===== config.mk =====
export PLATFORM = sky130hd
export DESIGN_NAME = alimentador_instrucoes
export DESIGN_NICKNAME = d
export VERILOG_FILES = /design/src/rtl/alimentador_instrucoes.sv
export SDC_FILE = /design/constraint.sdc
export NUM_CORES = 1
export LEC_CHECK = 0
export ABC_CLOCK_PERIOD_IN_PS = 9570
export CAP_MARGIN = 20
export CORE_MARGIN = 1.5
export CORE_UTILIZATION = 40
export DETAILED_ROUTE_END_ITERATION = 7
export PLACE_DENSITY_LB_ADDON = 0.2
export SLEW_MARGIN = 20
export SYNTH_ARGS = -nofsm -noshare
export SYNTH_HDL_FRONTEND = slang
export SYNTH_SLANG_ARGS = --single-unit

===== constraint.sdc =====
create_clock -name Clock -period 9.57 [get_ports Clock]
set_clock_uncertainty 0.1 [all_clocks]
set_input_delay 1.4355 -clock Clock [delete_from_list [all_inputs] [get_ports Clock]]
set_output_delay 1.4355 -clock Clock [all_outputs]
set_load 0.03 [all_outputs]

===== src/rtl/alimentador_instrucoes.sv =====
// Program sequencer feeding instruction words to processador_multiciclo.
// Holds a small program memory, issues one instruction per Run pulse,
// supplies the mvi immediate on the following cycle and waits for Done.
// Optional build macro WATCHDOG_EN adds a WAIT-state timeout that raises Erro.
module alimentador_instrucoes #(
    parameter int DATA_W     = 16,
    parameter int ADDR_W     = 4,
    parameter int PROG_DEPTH = 16,
    parameter int WD_LIMIT   = 15
) (
    input  logic              Clock,
    input  logic              Resetn,
    input  logic              Start,
    input  logic              Prog_we,
    input  logic [ADDR_W-1:0] Prog_addr,
    input  logic [DATA_W-1:0] Prog_data,
    input  logic [ADDR_W:0]   Prog_len,
    input  logic              Done,
    output logic [DATA_W-1:0] DIN,
    output logic              Run,
    output logic [ADDR_W:0]   PC,
    output logic [ADDR_W:0]   Instr_count,
    output logic              Busy,
    output logic              Finished,
    output logic              Erro
);

    localparam int CNT_W = ADDR_W + 1;

    // A memory that does not exactly cover the address space would let PC
    // address words that do not exist.
    if (PROG_DEPTH != (1 << ADDR_W) || WD_LIMIT < 1) begin : g_bad_params
        $error("alimentador_instrucoes: PROG_DEPTH must equal 2**ADDR_W and WD_LIMIT must be >= 1");
    end

    typedef enum logic [2:0] {
        S_IDLE,
        S_ISSUE,
        S_IMM,
        S_WAIT,
        S_FIM
    } state_t;

    state_t            state_q, state_d;
    logic [CNT_W-1:0]  pc_q, pc_d;
    logic [CNT_W-1:0]  cnt_q, cnt_d;
    logic [CNT_W-1:0]  len_q, len_d;
    logic [DATA_W-1:0] din_q, din_d;
    logic              run_q, run_d;
    logic              busy_q, busy_d;
    logic              fin_q, fin_d;
    logic [DATA_W-1:0] mem_q [PROG_DEPTH];

    logic [CNT_W-1:0]  eff_len;
    logic [CNT_W-1:0]  pc_inc;
    logic [CNT_W-1:0]  cnt_inc;
    logic              is_mvi;

`ifdef WATCHDOG_EN
    localparam int WD_W = $clog2(WD_LIMIT + 1);
    localparam logic [WD_W-1:0] WD_LAST = WD_W'(WD_LIMIT - 1);
    logic [WD_W-1:0]   wd_q, wd_d;
    logic              erro_q, erro_d;
`endif

    // Program memory: written only while the sequencer is not running.
    always_ff @(posedge Clock) begin
        if (Prog_we && (state_q == S_IDLE || state_q == S_FIM)) begin
            mem_q[Prog_addr] <= Prog_data;
        end
    end

    // Next-state and registered-output computation for the sequencer.
    always_comb begin
        state_d = state_q;
        pc_d    = pc_q;
        cnt_d   = cnt_q;
        len_d   = len_q;
        din_d   = din_q;
`ifdef WATCHDOG_EN
        wd_d    = wd_q;
        erro_d  = erro_q;
`endif
        eff_len = (Prog_len > CNT_W'(PROG_DEPTH)) ? CNT_W'(PROG_DEPTH) : Prog_len;
        pc_inc  = pc_q + CNT_W'(1);
        cnt_inc = (cnt_q == '1) ? cnt_q : cnt_q + CNT_W'(1);
        // In ISSUE din_q holds the word at pc_q, so its opcode field is valid here.
        is_mvi  = (din_q[8:6] == 3'b001);

        case (state_q)
            S_IDLE: begin
                if (Start) begin
`ifdef WATCHDOG_EN
                    erro_d = 1'b0;
`endif
                    if (eff_len != '0) begin
                        pc_d    = '0;
                        cnt_d   = '0;
                        len_d   = eff_len;
                        state_d = S_ISSUE;
                    end else begin
                        state_d = S_FIM;
                    end
                end
            end
            S_ISSUE: begin
                pc_d = pc_inc;
                if (is_mvi && pc_inc < len_q) begin
                    state_d = S_IMM;
                end else begin
                    state_d = S_WAIT;
                    // An mvi whose immediate falls past the program end gets no data word.
                    if (is_mvi) din_d = '0;
                end
            end
            S_IMM: begin
                pc_d = pc_inc;
                if (Done) begin
                    cnt_d   = cnt_inc;
                    state_d = (pc_inc >= len_q) ? S_FIM : S_ISSUE;
                end else begin
                    state_d = S_WAIT;
                end
            end
            S_WAIT: begin
                if (Done) begin
                    cnt_d   = cnt_inc;
                    state_d = (pc_q >= len_q) ? S_FIM : S_ISSUE;
                end
`ifdef WATCHDOG_EN
                else if (wd_q == WD_LAST) begin
                    erro_d  = 1'b1;
                    state_d = S_FIM;
                end else begin
                    wd_d = wd_q + WD_W'(1);
                end
`endif
            end
            S_FIM: begin
                if (!Start) state_d = S_IDLE;
            end
            default: state_d = S_IDLE;
        endcase

`ifdef WATCHDOG_EN
        // Holding the counter at zero outside WAIT makes every WAIT entry start fresh.
        if (state_q != S_WAIT) wd_d = '0;
`endif

        // Outputs are registered, so they are decoded from the state being entered.
        run_d  = (state_d == S_ISSUE);
        busy_d = (state_d == S_ISSUE) || (state_d == S_IMM) || (state_d == S_WAIT);
        fin_d  = (state_d == S_FIM);
        if (state_d == S_ISSUE || state_d == S_IMM) begin
            din_d = mem_q[pc_d[ADDR_W-1:0]];
        end else if (state_d == S_IDLE || state_d == S_FIM) begin
            din_d = '0;
        end
    end

    // Sequencer state and output registers; reset aborts any program at once.
    always_ff @(posedge Clock or negedge Resetn) begin
        if (!Resetn) begin
            state_q <= S_IDLE;
            pc_q    <= '0;
            cnt_q   <= '0;
            len_q   <= '0;
            din_q   <= '0;
            run_q   <= 1'b0;
            busy_q  <= 1'b0;
            fin_q   <= 1'b0;
`ifdef WATCHDOG_EN
            wd_q    <= '0;
            erro_q  <= 1'b0;
`endif
        end else begin
            state_q <= state_d;
            pc_q    <= pc_d;
            cnt_q   <= cnt_d;
            len_q   <= len_d;
            din_q   <= din_d;
            run_q   <= run_d;
            busy_q  <= busy_d;
            fin_q   <= fin_d;
`ifdef WATCHDOG_EN
            wd_q    <= wd_d;
            erro_q  <= erro_d;
`endif
        end
    end

    assign DIN         = din_q;
    assign Run         = run_q;
    assign PC          = pc_q;
    assign Instr_count = cnt_q;
    assign Busy        = busy_q;
    assign Finished    = fin_q;
`ifdef WATCHDOG_EN
    assign Erro        = erro_q;
`else
    assign Erro        = 1'b0;
`endif

endmodule


==> flow_summary.yaml <==
die:
  row_count: 63
  initial_core_util_pct: 40.8
  dieWidth_um: 177
  io_pins: 60
  die_y_um: 177
  die_area_sq_mm: 0.0314
  coreArea_sq_mm: 0.0297
synth:
  yosysWarnings: 0
  synth-simple-area-share_pct: 11.8
  synth.avg_cell_area_sq_um: 14.2
  synth_edf_count: 256
  synthMuxAreaShare_pct: 0.361
  synth_xor_area_share_pct: 0.505
  synth_top_family_by_area: "compound AO/OA/AOI/OAI gates"
  synth_compound_area_share_pct: 11.8
  synth_flop_cell: "edfxtp_1"
  synth-seq-cells: 293
  syn-num-nets: 895
  syn-cell-area_sq_mm: 0.0121
  synth_adder_area_share_pct: 1.34
  netlist_instances: 852
  ys_types: 58
  yosysSeqAreaShare_pct: 71.0
  ys_async_sr_fraction_pct: 12.6
global_routing:
  grt_antenna_before_repair: 0
  grt_remaining_overflow: 0
  grt_pass1_vias: 6970
  grt_usage_pct: 19.6
  grt_max_degree: 126
  grt_pass1_wl_um: 45300
cells_and_area:
  area_delta_synth_final_pct: 16.7
  final_nets: 951
  final_util_pct: 47.6
  diodes: 0
  final_layout_size_suffix_gt1_share_pct: 10.8
cts:
  numCtsBuffers: 31
  cts_tree: "done"
  cts_root_buf: "clkbuf_16"
  clkLatencyLatePin_ns: 0.57
  ctsLongestPathBuffers: 3
  cts_setup_buffers: 0
  clock_sinks: 293
  htreeDepth: 1
  cts_resized: 0
  hold_buffers: 0
  clk_pin_slew_worst_paths_ns: 0.06
setup_path:
  cp_slowest_cell: "inv_6"
  slowest_delay_ns: 0.64
  path_max_fanout: 125
  crit_required_ns: 9.95
  worstPathCellList: "clkdlybuf4s50_1, or4_4, o21ai_4, nand3_4, and2_2, inv_6, and2_0, a211oi_1, a311oi_1, nor4_1, o2bb2ai_1"
  crit_type: "input port to register"
  worstSetupEndpointType: "register"
  critPathArrivalTime_ns: 5.25
  critical_path.startpoint_type: "input port"
sta:
  hold_viol: 0
  fmax_ghz: 0.206
  timing.final.crit_share_pct: 50.8
  min_period_ns: 4.86
  tightest_slew_ns: 1.10
  slew_viol_final: 0
  grt_setup_unrepaired: "false"
  setup_viol: 0
  final.setup.tns_ns: 0
  slew_headroom_pct: 26.8
placement:
  portBuffers: 58
  dp_hpwl_um: 16300
  gp_congestion: 0.764
job:
  drv_cap: 0
power_and_ir_drop:
  power.density_mw_per_mm2: 369
  power.leakage_nw: 4.77
  ir_drop_uv: 272
detailed_routing:
  drt_wl_total_um: 30100
  drc: 0
  dr.pass1.iters: 5
  vias: 7317
  detail_route.vias_per_cell: 5.53
  postRouteAntennaNets: 0
  drtIter0Drc: 574
  wl_per_cell_um: 22.7
status:
  status: "complete, no violations"
hold_path:
  hp-class: "register to register"
final cells by class:
cell class                 instances  area (sq um)
inverter                          10          42.5
sequential                       293          8610
fill                            2560         15600
timing repair buffer              77           721
clock buffer                      38           832
tap                              390           488
clock inverter                    20           268
multi-input combinational        495          3190
stage by stage:
stage | instance area, sq um | instances | worst slack, ns | hold WS (ns) | power (W)
global route | 14200 | 1323 | 4.38 | 0.405 | 0.00556
detailed placement | 13100 | 1265 | 4.13 | 0.374 | 0.00398
global placement | 13100 | 1265 | 4.20 | 0.380 | 0.00398
floorplan | 12100 | 852 | 5.94 | 0.377 | 0.00343
CTS | 14200 | 1323 | 4.72 | 0.399 | 0.00526
finish | 14200 | 1323 | 4.71 | 0.392 | 0.00522
final timing paths:
kind                                     start             endpoint  slack [ns]  cells after the start
min                        DIN[14]$_DFFE_PN0P_  DIN[14]$_DFFE_PN0P_        0.39                      1
max reg2reg                    PC[0]$_DFF_PN0_   DIN[9]$_DFFE_PN0P_        5.50                     12
max in group asynchronous               Resetn   DIN[8]$_DFFE_PN0P_        8.13                      1
max                                Prog_len[1]   DIN[9]$_DFFE_PN0P_        4.71                     11
min reg2reg                DIN[14]$_DFFE_PN0P_  DIN[14]$_DFFE_PN0P_        0.39                      1
min in group asynchronous               Resetn   DIN[4]$_DFFE_PN0P_        0.79                      1
cells in the final DEF, fill, tap and decap left out, drive strengths merged, types with 16 or more instances in the layout:
cell type and instances:
nor2 20, a311oi 61, and3 38, nand2 151, clkbuf 38, buf 20
dfrtp 37, and2 28, clkdlybuf4s50 57, nor4 16, a211oi 66, edfxtp 256
synthesized netlist by cell type (all sizes together) (3+ instances only):
cell type	n	area share [%]
o21ai	14	0.67
nand2b	4	0.21
xor2	4	0.29
nor3	4	0.16
and3	38	2.0
a311o	4	0.33
a21boi	4	0.25
a211oi	66	4.1
nor4	16	0.82
o2bb2ai	14	1.0
ha	13	1.3
nor2	20	0.62
a31oi	4	0.21
xnor2	3	0.22
nand2	151	4.7
edfxtp	256	63
nand3	14	0.72
clkbuf	22	0.68
nand3b	3	0.19
inv	9	0.32
dfrtp	37	7.6
and2	28	1.4
a311oi	61	4.4
buf	32	2.2
critical path, delay by kind of cell:
kind                   cells  cell delay [ns]
buffers and inverters      2             1.06
AO/OA/AOI/OAI              4             0.92
AND/OR/NAND/NOR            5             1.71
metal layers:
metal / up-vias / part of all wire, % / track usage [%]
met1: 3622 / 46 / 28.2
met5: - / 0 / 0
met2: 225 / 46 / 30.2
li1: 3436 / - / -
met3: 34 / 6.7 / 4.75
met4: 0 / 1.6 / 3.88
where the power goes:
group	switching (W)	internal [W]
Sequential	0.0000718	0.00148
Clock	0.000496	0.000780
Combinational	0.00162	0.000773
Total	0.00218	0.00303
state kept, by name (all words and copies together), names as in the netlist:
register	count
PC	5
DIN	16
Finished	1
Run	1
mem_q	256
Instr_count	5
len_q	5
Busy	1
state_q	3
cells by family (layout without fill, tap and decap cells):
| kind of cell | count (synthesis) | in the layout |
|---|---|---|
| xor+xnor | 7 | 7 |
| other cells | 1 | 1 |
| flops | 293 | 293 |
| compound gates | 179 | 179 |
| buf+inv | 64 | 145 |
| mux | 3 | 3 |
| fa+ha+maj | 13 | 13 |
| simple gates | 292 | 292 |
Power figures use the tool's default switching activity.
